`config.mk`:
```
export PLATFORM = sky130hd
export DESIGN_NAME = world_editor
export DESIGN_NICKNAME = d
export VERILOG_FILES = /design/src/rtl/world_editor.sv
export SDC_FILE = /design/constraint.sdc
export NUM_CORES = 1
export LEC_CHECK = 0
export CORE_UTILIZATION = 30
export DETAILED_ROUTE_END_ITERATION = 8
export PLACE_DENSITY = 0.49
export RECOVER_POWER = 100
export SYNTH_ARGS = -nofsm -noshare
export SYNTH_HDL_FRONTEND = slang
export SYNTH_SLANG_ARGS = --single-unit
export TNS_END_PERCENT = 1
```
`constraint.sdc`:
```
create_clock -name clk_in -period 6.2 [get_ports clk_in]
set_input_delay 0.62 -clock clk_in [delete_from_list [all_inputs] [get_ports clk_in]]
set_output_delay 0.62 -clock clk_in [all_outputs]
set_load 0.05 [all_outputs]
```
`src/rtl/world_editor.sv`:
```
// world_editor: places and removes cubes in the world RAM through its
// read/write port, targeting the cube and face the drawer reports.
//
// Request/completion handshake: place_req/remove_req are sampled on a rising
// edge while the editor is idle (IDLE, or the FINISH cycle that pulses done).
// An accepted request raises busy from the next cycle until done; done is a
// single-cycle pulse with busy low, and status/edited_slot change only with
// done. Requests seen while busy are dropped, not queued.
module world_editor #(
  parameter int COORD_WIDTH  = 32,
  parameter int WORLD_SIZE   = 100,
  parameter int WORLD_BITS   = 7,
  parameter int NORMAL_WIDTH = 2,
  parameter int READ_LATENCY = 2
) (
  input  logic                                   clk_in,
  input  logic                                   rst_in,
  input  logic                                   place_req,
  input  logic                                   remove_req,
  input  logic [WORLD_BITS-1:0]                  looked_at_cube,
  input  logic [2:0][NORMAL_WIDTH-1:0]           looked_at_normal,
  output logic [WORLD_BITS-1:0]                  mem_addr,
  output logic [3*(COORD_WIDTH/2):0]             mem_wdata,
  output logic                                   mem_we,
  input  logic [3*(COORD_WIDTH/2):0]             mem_rdata,
  output logic                                   busy,
  output logic                                   done,
  output logic [1:0]                             status,
  output logic [WORLD_BITS-1:0]                  edited_slot,
  output logic [2:0]                             fsm_state
);

  localparam int HW = COORD_WIDTH / 2;
  localparam int EW = 3 * HW + 1;
  localparam int CW = $clog2(READ_LATENCY + 1) + 1;

  localparam logic [1:0] ST_OK        = 2'd0;
  localparam logic [1:0] ST_NO_TARGET = 2'd1;
  localparam logic [1:0] ST_OCCUPIED  = 2'd2;
  localparam logic [1:0] ST_FULL      = 2'd3;

  // Most negative normal code has no opposite face; it contributes nothing.
  localparam logic [NORMAL_WIDTH-1:0] NORM_MIN = {1'b1, {(NORMAL_WIDTH-1){1'b0}}};

  typedef enum logic [2:0] {
    S_IDLE     = 3'd0,
    S_REMOVE   = 3'd1,
    S_READ_TGT = 3'd2,
    S_SCAN     = 3'd3,
    S_WRITE    = 3'd4,
    S_FINISH   = 3'd5
  } state_t;

  state_t state_q, state_d;

  logic [WORLD_BITS-1:0]          tgt_q;
  logic [2:0][NORMAL_WIDTH-1:0]   normal_q;
  logic [2:0][HW-1:0]             new_coord_q;
  logic [CW-1:0]                  cnt_q;
  logic [WORLD_BITS:0]            issue_cnt_q;
  logic [WORLD_BITS-1:0]          addr_hold_q;
  logic [WORLD_BITS-1:0]          apipe_q [READ_LATENCY];
  logic                           vpipe_q [READ_LATENCY];
  logic                           occ_q;
  logic                           free_found_q;
  logic [WORLD_BITS-1:0]          free_slot_q;
  logic [1:0]                     status_q;
  logic [WORLD_BITS-1:0]          edited_q;

  logic                           idle_like;
  logic                           accept;
  logic                           tgt_bad;
  logic                           issuing;
  logic                           rd_valid_bit;
  logic [2:0][HW-1:0]             norm_ext;
  logic [2:0][HW-1:0]             adj_coord;
  logic                           ret_valid;
  logic [WORLD_BITS-1:0]          ret_addr;
  logic                           match;
  logic                           free_hit;
  logic                           scan_last;
  logic                           occ_now;
  logic                           free_found_now;
  logic [WORLD_BITS-1:0]          free_slot_now;
  logic                           fin_load;
  logic [1:0]                     fin_status;
  logic                           edit_load;
  logic [WORLD_BITS-1:0]          edit_slot_d;

  assign idle_like = (state_q == S_IDLE) || (state_q == S_FINISH);
  assign accept    = idle_like && (place_req || remove_req);
  assign tgt_bad   = (looked_at_cube == '1) ||
                     ({1'b0, looked_at_cube} >= (WORLD_BITS+1)'(WORLD_SIZE));
  assign issuing   = (state_q == S_SCAN) &&
                     (issue_cnt_q < (WORLD_BITS+1)'(WORLD_SIZE));

  assign rd_valid_bit = mem_rdata[EW-1];
  assign ret_valid    = vpipe_q[READ_LATENCY-1];
  assign ret_addr     = apipe_q[READ_LATENCY-1];
  assign match        = ret_valid && rd_valid_bit &&
                        (mem_rdata[3*HW-1:0] == new_coord_q);
  assign free_hit     = ret_valid && !rd_valid_bit;
  assign scan_last    = ret_valid && (ret_addr == WORLD_BITS'(WORLD_SIZE - 1));

  assign occ_now        = occ_q | match;
  assign free_found_now = free_found_q | free_hit;
  assign free_slot_now  = (!free_found_q && free_hit) ? ret_addr : free_slot_q;

  // Neighbour coordinate: target coordinate plus sign-extended normal, wrapping.
  always_comb begin
    norm_ext  = '0;
    adj_coord = '0;
    for (int a = 0; a < 3; a++) begin
      if (normal_q[a] == NORM_MIN) begin
        norm_ext[a] = '0;
      end else begin
        norm_ext[a] = {{(HW-NORMAL_WIDTH){normal_q[a][NORMAL_WIDTH-1]}}, normal_q[a]};
      end
      adj_coord[a] = mem_rdata[a*HW +: HW] + norm_ext[a];
    end
  end

  // State register.
  always_ff @(posedge clk_in or posedge rst_in) begin
    if (rst_in) state_q <= S_IDLE;
    else        state_q <= state_d;
  end

  // Next-state logic and result reporting for the FINISH cycle.
  always_comb begin
    state_d     = state_q;
    fin_load    = 1'b0;
    fin_status  = ST_OK;
    edit_load   = 1'b0;
    edit_slot_d = tgt_q;
    case (state_q)
      S_IDLE, S_FINISH: begin
        state_d = S_IDLE;
        if (accept) begin
          if (tgt_bad) begin
            state_d    = S_FINISH;
            fin_load   = 1'b1;
            fin_status = ST_NO_TARGET;
          end else if (remove_req) begin
            state_d = S_REMOVE;
          end else begin
            state_d = S_READ_TGT;
          end
        end
      end
      S_REMOVE: begin
        state_d     = S_FINISH;
        fin_load    = 1'b1;
        fin_status  = ST_OK;
        edit_load   = 1'b1;
        edit_slot_d = tgt_q;
      end
      S_READ_TGT: begin
        if (cnt_q == CW'(READ_LATENCY)) begin
          if (!rd_valid_bit) begin
            state_d    = S_FINISH;
            fin_load   = 1'b1;
            fin_status = ST_NO_TARGET;
          end else begin
            state_d = S_SCAN;
          end
        end
      end
      S_SCAN: begin
        if (scan_last) begin
          if (occ_now) begin
            state_d    = S_FINISH;
            fin_load   = 1'b1;
            fin_status = ST_OCCUPIED;
          end else if (!free_found_now) begin
            state_d    = S_FINISH;
            fin_load   = 1'b1;
            fin_status = ST_FULL;
          end else begin
            state_d = S_WRITE;
          end
        end
      end
      S_WRITE: begin
        state_d     = S_FINISH;
        fin_load    = 1'b1;
        fin_status  = ST_OK;
        edit_load   = 1'b1;
        edit_slot_d = free_slot_q;
      end
      default: state_d = S_IDLE;
    endcase
  end

  // RAM port address: target, scan address or free slot; otherwise hold.
  always_comb begin
    mem_addr = addr_hold_q;
    case (state_q)
      S_REMOVE, S_READ_TGT: mem_addr = tgt_q;
      S_SCAN:               if (issuing) mem_addr = issue_cnt_q[WORLD_BITS-1:0];
      S_WRITE:              mem_addr = free_slot_q;
      default:              mem_addr = addr_hold_q;
    endcase
  end

  assign mem_we      = (state_q == S_REMOVE) || (state_q == S_WRITE);
  assign mem_wdata   = (state_q == S_WRITE) ? {1'b1, new_coord_q} : '0;
  assign busy        = (state_q == S_REMOVE) || (state_q == S_READ_TGT) ||
                       (state_q == S_SCAN)   || (state_q == S_WRITE);
  assign done        = (state_q == S_FINISH);
  assign status      = status_q;
  assign edited_slot = edited_q;
  assign fsm_state   = state_q;

  // Datapath: request latch, read-latency counter, scan pipeline and results.
  always_ff @(posedge clk_in or posedge rst_in) begin
    if (rst_in) begin
      tgt_q        <= '0;
      normal_q     <= '0;
      new_coord_q  <= '0;
      cnt_q        <= '0;
      issue_cnt_q  <= '0;
      addr_hold_q  <= '0;
      occ_q        <= 1'b0;
      free_found_q <= 1'b0;
      free_slot_q  <= '0;
      status_q     <= ST_OK;
      edited_q     <= '0;
      for (int i = 0; i < READ_LATENCY; i++) begin
        apipe_q[i] <= '0;
        vpipe_q[i] <= 1'b0;
      end
    end else begin
      addr_hold_q <= mem_addr;
      apipe_q[0]  <= issue_cnt_q[WORLD_BITS-1:0];
      vpipe_q[0]  <= issuing;
      for (int i = 1; i < READ_LATENCY; i++) begin
        apipe_q[i] <= apipe_q[i-1];
        vpipe_q[i] <= vpipe_q[i-1];
      end
      if (accept) begin
        tgt_q        <= looked_at_cube;
        normal_q     <= looked_at_normal;
        cnt_q        <= '0;
        issue_cnt_q  <= '0;
        occ_q        <= 1'b0;
        free_found_q <= 1'b0;
        free_slot_q  <= '0;
      end
      if (state_q == S_READ_TGT) begin
        cnt_q <= cnt_q + CW'(1);
        if (cnt_q == CW'(READ_LATENCY)) new_coord_q <= adj_coord;
      end
      if (issuing) issue_cnt_q <= issue_cnt_q + (WORLD_BITS+1)'(1);
      if (state_q == S_SCAN) begin
        occ_q        <= occ_now;
        free_found_q <= free_found_now;
        free_slot_q  <= free_slot_now;
      end
      if (fin_load)  status_q <= fin_status;
      if (edit_load) edited_q <= edit_slot_d;
    end
  end

endmodule

```
==> impl_metrics.toml, run 1 <==
[synthesis]
ys_seq_area_frac = 0.381
synth_area_leaders = "dfrtp_1, ha_1, nand2_1"
synth.distinct_cells = 65
synthSimpleGateAreaFrac = 0.199
synth_common_cells = "nand2_1, dfrtp_1, o21ai_0"
synth_compound_area_frac = 0.194
ys.warnings.count = 0
yosysTopAreaCell = "dfrtp_1"
synth_edf_count = 0
synth_most_common_cell = "nand2_1"
avgSynthCellArea_um2 = 8.80
syn_nets = 984
synth_xor_area_frac = 0.0965
netlist_area_um2 = 7630
ys_ff_latch = 116
netlist_instances = 867
synthMuxAreaShare = 0.00558
async_flop_share = 1.00
synth_top_family_by_area = "simple AND/OR/NAND/NOR gates"
synthFlopType = "dfrtp_1"
synth_top_area_share = 0.381
synth_fa_ha_area_frac = 0.0866

[grt]
grt_pass1_wl_um = 37500
grt_overflow = 0
grtUsageTotal = 0.188
antenna_found_initial = 0
grt_pass1_vias = 6498
grt_max_degree = 87

[clocking]
cts-buffers-inserted = 17
cts_root_buffer = "clkbuf_16"
cts_hold_buf = 0
cts_sinks = 116
cts.clk_slew.worst_paths_ns = 0.06
cts_buffer_depth = 2
cts-htree-levels = 4
cts_tree = "built"
insertion_delay_ns = 0.41
cts_setup_buffers = 0
cts_resized = 0

[die]
initial_core_util = 0.310
dieHeight_um = 161
core_um2 = 24600
die_w_um = 161
rows = 57
io_pins = 137
dieArea_um2 = 26100

[drt]
via_per_inst = 5.06
vias = 6714
final_antenna_net_count = 0
drtIter0Drc = 407
wl_um = 23700
drc = 0
avgRoutedWirePerCell_um = 17.9
drt_pass1_iterations = 5

[setup_path]
crit_path_max_fanout = 25
worstPathArrival_ns = 4.35
critical_path_class = "reg2out"
critPathLaunchType = "flip-flop"
crit_path_end_kind = "output port"
required_ns = 5.58
ff2ff_setup_slack_ns = 2.00

[placed_design]
gp_congestion = 0.825
io_buffers = 136
dp_cells = 1295
dp_hpwl_um = 17800
post-place-ws_ns = 2.28

[pwr]
vdd_ir_drop_max_mv = 0.161
switching_power_mw = 0.535
p_int_mw = 1.46
p_per_area_nw_per_um2 = 203
p_seq_frac = 0.387
leakage_nw = 4.68
clockPowerShare = 0.477
p_comb_frac = 0.136
swShare = 0.269

[timing]
period_share = 0.801
setup_ws_ns = 1.23
fmax_ghz = 0.201
slew_viol_final = 206
fin_skew_ns = 0.00709
setup_viol = 0
rsz0062_at_grt = "no"
setup_tns_ns = 0
worstMarginPinSlew_ns = 3.41
hold_viol_final = 0
slew_headroom = -1.28
fin_crit_ns = 4.97
whs_ns = 0.347

[final_layout]
layout.nets = 1107
fin_util = 0.399
fin_cells = 1327
drive_above_1_share = 0.0518
syn_to_final_growth_pct = 28.9
diodes = 0

[run]
maxCapViolCount = 3

[min_path]
hp-class = "reg2reg"

[status]
status = "complete, but fails checks"
failed_checks = "max-capacitance violations, max-slew violations"
cell type report:
class	instances	area [um^2]
Sequential cell	116	2900
Tap cell	324	405
Clock buffer	19	443
Timing Repair Buffer	142	1390
Inverter	32	123
Fill cell	2489	14800
Clock inverter	13	125
Multi-Input combinational cell	681	4440
stage by stage:
step / total power, mW / area (um^2)
after detailed placement: 1.06 / 9290
final: 1.99 / 9830
after CTS: 2.02 / 9860
after global routing: 2.08 / 9830
after global placement: 1.06 / 9290
after floorplan: 0.953 / 7630
cell usage in the layout (no fill, tap or decap), types with 7 or more instances in the layout:
master	instances
o22ai_1	8
and3_1	52
xnor2_1	54
a22o_1	8
dlygate4sd3_1	72
nor2b_1	7
or3_1	9
xor2_1	30
a21o_1	13
o21ai_0	72
dfrtp_1	115
nor2_1	57
o21a_1	13
clkbuf_16	17
nand4_1	9
a222oi_1	8
nand2b_1	10
inv_1	29
ha_1	48
o211ai_1	10
nor3_1	12
nand2_1	134
nand3_1	9
a31oi_1	9
clkdlybuf4s50_1	64
a21oi_1	39
power by group through the flow:
| stage | Sequential [mW] | Combinational [mW] | Clock (mW) |
|---|---|---|---|
| 2_1_floorplan | 0.781 | 0.173 | 0 |
| 3_3_place_gp | 0.784 | 0.274 | 0 |
| 3_5_place_dp | 0.783 | 0.273 | 0 |
| 4_1_cts | 0.770 | 0.274 | 0.972 |
| 5_1_grt | 0.770 | 0.303 | 1.00 |
| 6_report | 0.770 | 0.272 | 0.949 |
registers in the layout (all words and copies together) (netlist names), 2 cells and up:
name / count
free_slot_q: 7
issue_cnt_q: 8
cnt_q: 3
fsm_state: 3
tgt_q: 7
addr_hold_q: 7
ret_addr: 7
status: 2
new_coord_q: 48
apipe_q: 7
edited_slot: 7
normal_q: 6
critical path: stages (launching register included):
cell,delay (ns)
dfrtp_1,0.67
nand2b_2,0.25
or2_1,0.32
or3_1,0.35
clkinvlp_2,0.48
o21ai_0,0.76
nand2_1,0.12
nand2_1,0.11
dlygate4sd3_1,0.87
per-layer routing:
metal	global-route usage	vias to the layer above	part of all wire
met2	0.284	179	0.44
met5	0	-	0
met3	0.0254	22	0.049
met1	0.276	3175	0.50
li1	-	3338	-
met4	0.0570	0	0.015
logic make-up after synthesis:
group / after synthesis
and+or+nand+nor: 317
AOI/OAI and AO/OA: 225
muxes: 4
buffers and inverters: 70
DFF: 116
xor gates and xnor gates: 84
adders and majority gates: 51
path summary, 6_finish.rpt:
path,cells past startpoint,start,to
max,8,fsm_state[1]$_DFFE_PP0P_,mem_addr[6]
min,0,apipe_q[10]$_DFF_PP0_,ret_addr[3]$_DFF_PP0_
max reg2reg,4,fsm_state[1]$_DFFE_PP0P_,new_coord_q[41]$_DFFE_PP0P_
min reg2reg,0,apipe_q[10]$_DFF_PP0_,ret_addr[3]$_DFF_PP0_
max in group asynchronous,3,rst_in,new_coord_q[12]$_DFFE_PP0P_
min in group asynchronous,2,rst_in,tgt_q[6]$_DFFE_PP0P_
(Power assumes the default switching activity.)
==> run 2, diff against run 1 <==
--- a/config.mk
+++ b/config.mk
@@ -7,7 +7,7 @@
 export LEC_CHECK = 0
 export CORE_UTILIZATION = 30
 export DETAILED_ROUTE_END_ITERATION = 8
-export PLACE_DENSITY = 0.49
+export PLACE_DENSITY = 0.5
 export RECOVER_POWER = 100
 export SYNTH_ARGS = -nofsm -noshare
 export SYNTH_HDL_FRONTEND = slang
==> constraint.sdc (replaced) <==
create_clock -name clk_in -period 4 [get_ports clk_in]
set_input_delay 0.4 -clock clk_in [delete_from_list [all_inputs] [get_ports clk_in]]
set_output_delay 0.4 -clock clk_in [all_outputs]
set_load 0.05 [all_outputs]
==> run 2 against run 1 <==
  * The run still ends with max-capacitance violations, max-slew violations left
  * Utilization shrank 0.26 points
  * Total power is 51% higher
  * Routed wire length increased by 2.5%
  * Count of clock-buffer cells in the layout increased by 6
  * Die area unchanged
  * Non-clock buffer count grew 5
  * First-iteration DRC count is 6.4% higher
  * Critical path depth stayed put
  * Cell area is 0.65% lower
  * Setup slack got worse by 0.96 ns
  * Clock skew grew 0.0031 ns
  * Largest cell class unchanged
  * Largest power group unchanged
  * Highest routed layer unchanged
==> impl_metrics.toml, run 2 (synthesized netlist as in run 1, its figures left out) <==
[final_layout]
n_fill_cell = 2497
drive_above_1_share = 0.0477
fin_util = 0.397
final_common_cell = "nand2_1"
top_register = "new_coord_q"
reg_top3 = "new_coord_q x48, issue_cnt_q x8"
diodes = 0
layout.nets = 1112
syn_to_final_growth_pct = 28.0
largest_reg_flops = 48
layout_common_cells = "nand2_1, dfrtp_1, o21ai_0"
fin_area_um2 = 9770

[pwr]
vdd_ir_drop_max_mv = 0.248
leakage_nw = 4.64
p_per_area_nw_per_um2 = 307

[drt]
drc = 0
wl_um = 24300
final_antenna_net_count = 0
avgRoutedWirePerCell_um = 18.3
drtIter0Drc = 433
via_per_inst = 5.05
drt_pass1_iterations = 6
vias = 6719

[die]
rows = 57
dieArea_um2 = 26100
io_pins = 137
initial_core_util = 0.310
core_um2 = 24600
dieHeight_um = 161
die_w_um = 161

[timing]
period_share = 0.931
fin_crit_ns = 3.72
slew_headroom = -0.217
fmax_ghz = 0.269
hold_viol_final = 0
fin_skew_ns = 0.0102
setup_viol = 0
worstMarginPinSlew_ns = 1.83
rsz0062_at_grt = "no"
slew_viol_final = 156
setup_tns_ns = 0

[status]
failed_checks = "max-capacitance violations, max-slew violations"
status = "complete, but fails checks"

[setup_path]
crit_top_cell = "nand2_1"
required_ns = 3.60
critPathLaunchType = "flip-flop"
crit_slowest_cell = "clkdlybuf4s50_1"
worst-path-stages = 8
worstPathCellList = "inv_2 > or2_1 > or3_1 > clkinv_2 > o21ai_1 > nand2_1 > nand2_1 > clkdlybuf4s50_1"
critPathBufInv = 3
critical_path_class = "reg2out"
cpLargestDelayFamily = "buffers and inverters"
worstPathArrival_ns = 3.32
crit_path_max_fanout = 14
max_stage_delay_ns = 0.80
rr_worst_depth = 7
crit_path_end_kind = "output port"

[grt]
grt_max_degree = 75
antenna_found_initial = 0
grt_pass1_wl_um = 37700
grt_overflow = 0
grtUsageTotal = 0.190
grt_pass1_vias = 6571

[placed_design]
placed_area_um2 = 9330
gp_congestion = 0.899
dp_hpwl_um = 18100
io_buffers = 136

[clocking]
cts_setup_buffers = 0
cts_resized = 0
cts-htree-levels = 4
cts.clk_slew.worst_paths_ns = 0.05
cts_hold_buf = 0
cts_root_buffer = "clkbuf_16"
insertion_delay_ns = 0.42
cts_buffer_depth = 2
cts-buffers-inserted = 17
cts_sinks = 116
cts_tree = "built"

[run]
maxCapViolCount = 3

[min_path]
hp-class = "reg2reg"
min_path_cells = 0
==> run 2: cell count changes in the layout (fill, tap and decap cells not counted), sizes merged <==
cell           before  now
clkbuf             24   36
bufinv              1    0
buf                 1    5
dlygate4sd3        72   65
clkinv              6    5
clkdlybuf4s50      64   66
clkinvlp            4    2
inv                34   30
==> run 2: final cells by class <==
class | instances | area [um^2] | area share
Tap cell | 324 | 405 | 0.0415
Clock inverter | 5 | 27.5 | 0.00282
Inverter | 32 | 123 | 0.0126
Clock buffer | 25 | 495 | 0.0507
Sequential cell | 116 | 2900 | 0.297
Multi-Input combinational cell | 681 | 4420 | 0.452
Timing Repair Buffer | 147 | 1390 | 0.143
==> run 2: path summary, 6_finish.rpt <==
kind,from,endpoint,slack (ns)
hold / removal,apipe_q[12]$_DFF_PP0_,ret_addr[5]$_DFF_PP0_,0.34
max in group asynchronous,rst_in,normal_q[5]$_DFFE_PP0P_,1.00
hold reg to reg,apipe_q[12]$_DFF_PP0_,ret_addr[5]$_DFF_PP0_,0.34
setup / recovery,fsm_state[0]$_DFFE_PP0P_,mem_addr[3],0.28
setup reg to reg,fsm_state[2]$_DFFE_PP0P_,issue_cnt_q[2]$_DFFE_PP0P_,0.71
min in group asynchronous,rst_in,edited_slot[4]$_DFFE_PP0P_,0.84
==> run 2: routing by layer <==
metal / vias up / wire, um / track usage / share of wire
li1: 3342 / - / - / -
met3: 23 / 1200 / 0.0380 / 0.050
met5: - / 0 / 0 / 0
met2: 166 / 10400 / 0.282 / 0.43
met4: 0 / 419 / 0.0596 / 0.017
met1: 3188 / 12300 / 0.276 / 0.51
==> run 2: through the flow <==
step | total power [mW] | cells | hold WS [ns] | setup slack [ns]
2_1_floorplan | 1.48 | 867 | 0.331 | 0.528
3_5_place_dp | 1.64 | 1300 | 0.335 | 0.691
3_3_place_gp | 1.64 | 1300 | 0.332 | 0.762
5_1_grt | 3.14 | 1330 | 0.344 | 0.0128
6_report | 3.00 | 1330 | 0.343 | 0.276
4_1_cts | 3.04 | 1330 | 0.343 | 0.229
==> run 2: power by group <==
part           internal [mW]  switching (mW)  total, mW
clock network          0.846           0.541       1.39
registers               1.18         0.00902       1.19
logic                  0.192           0.228      0.419
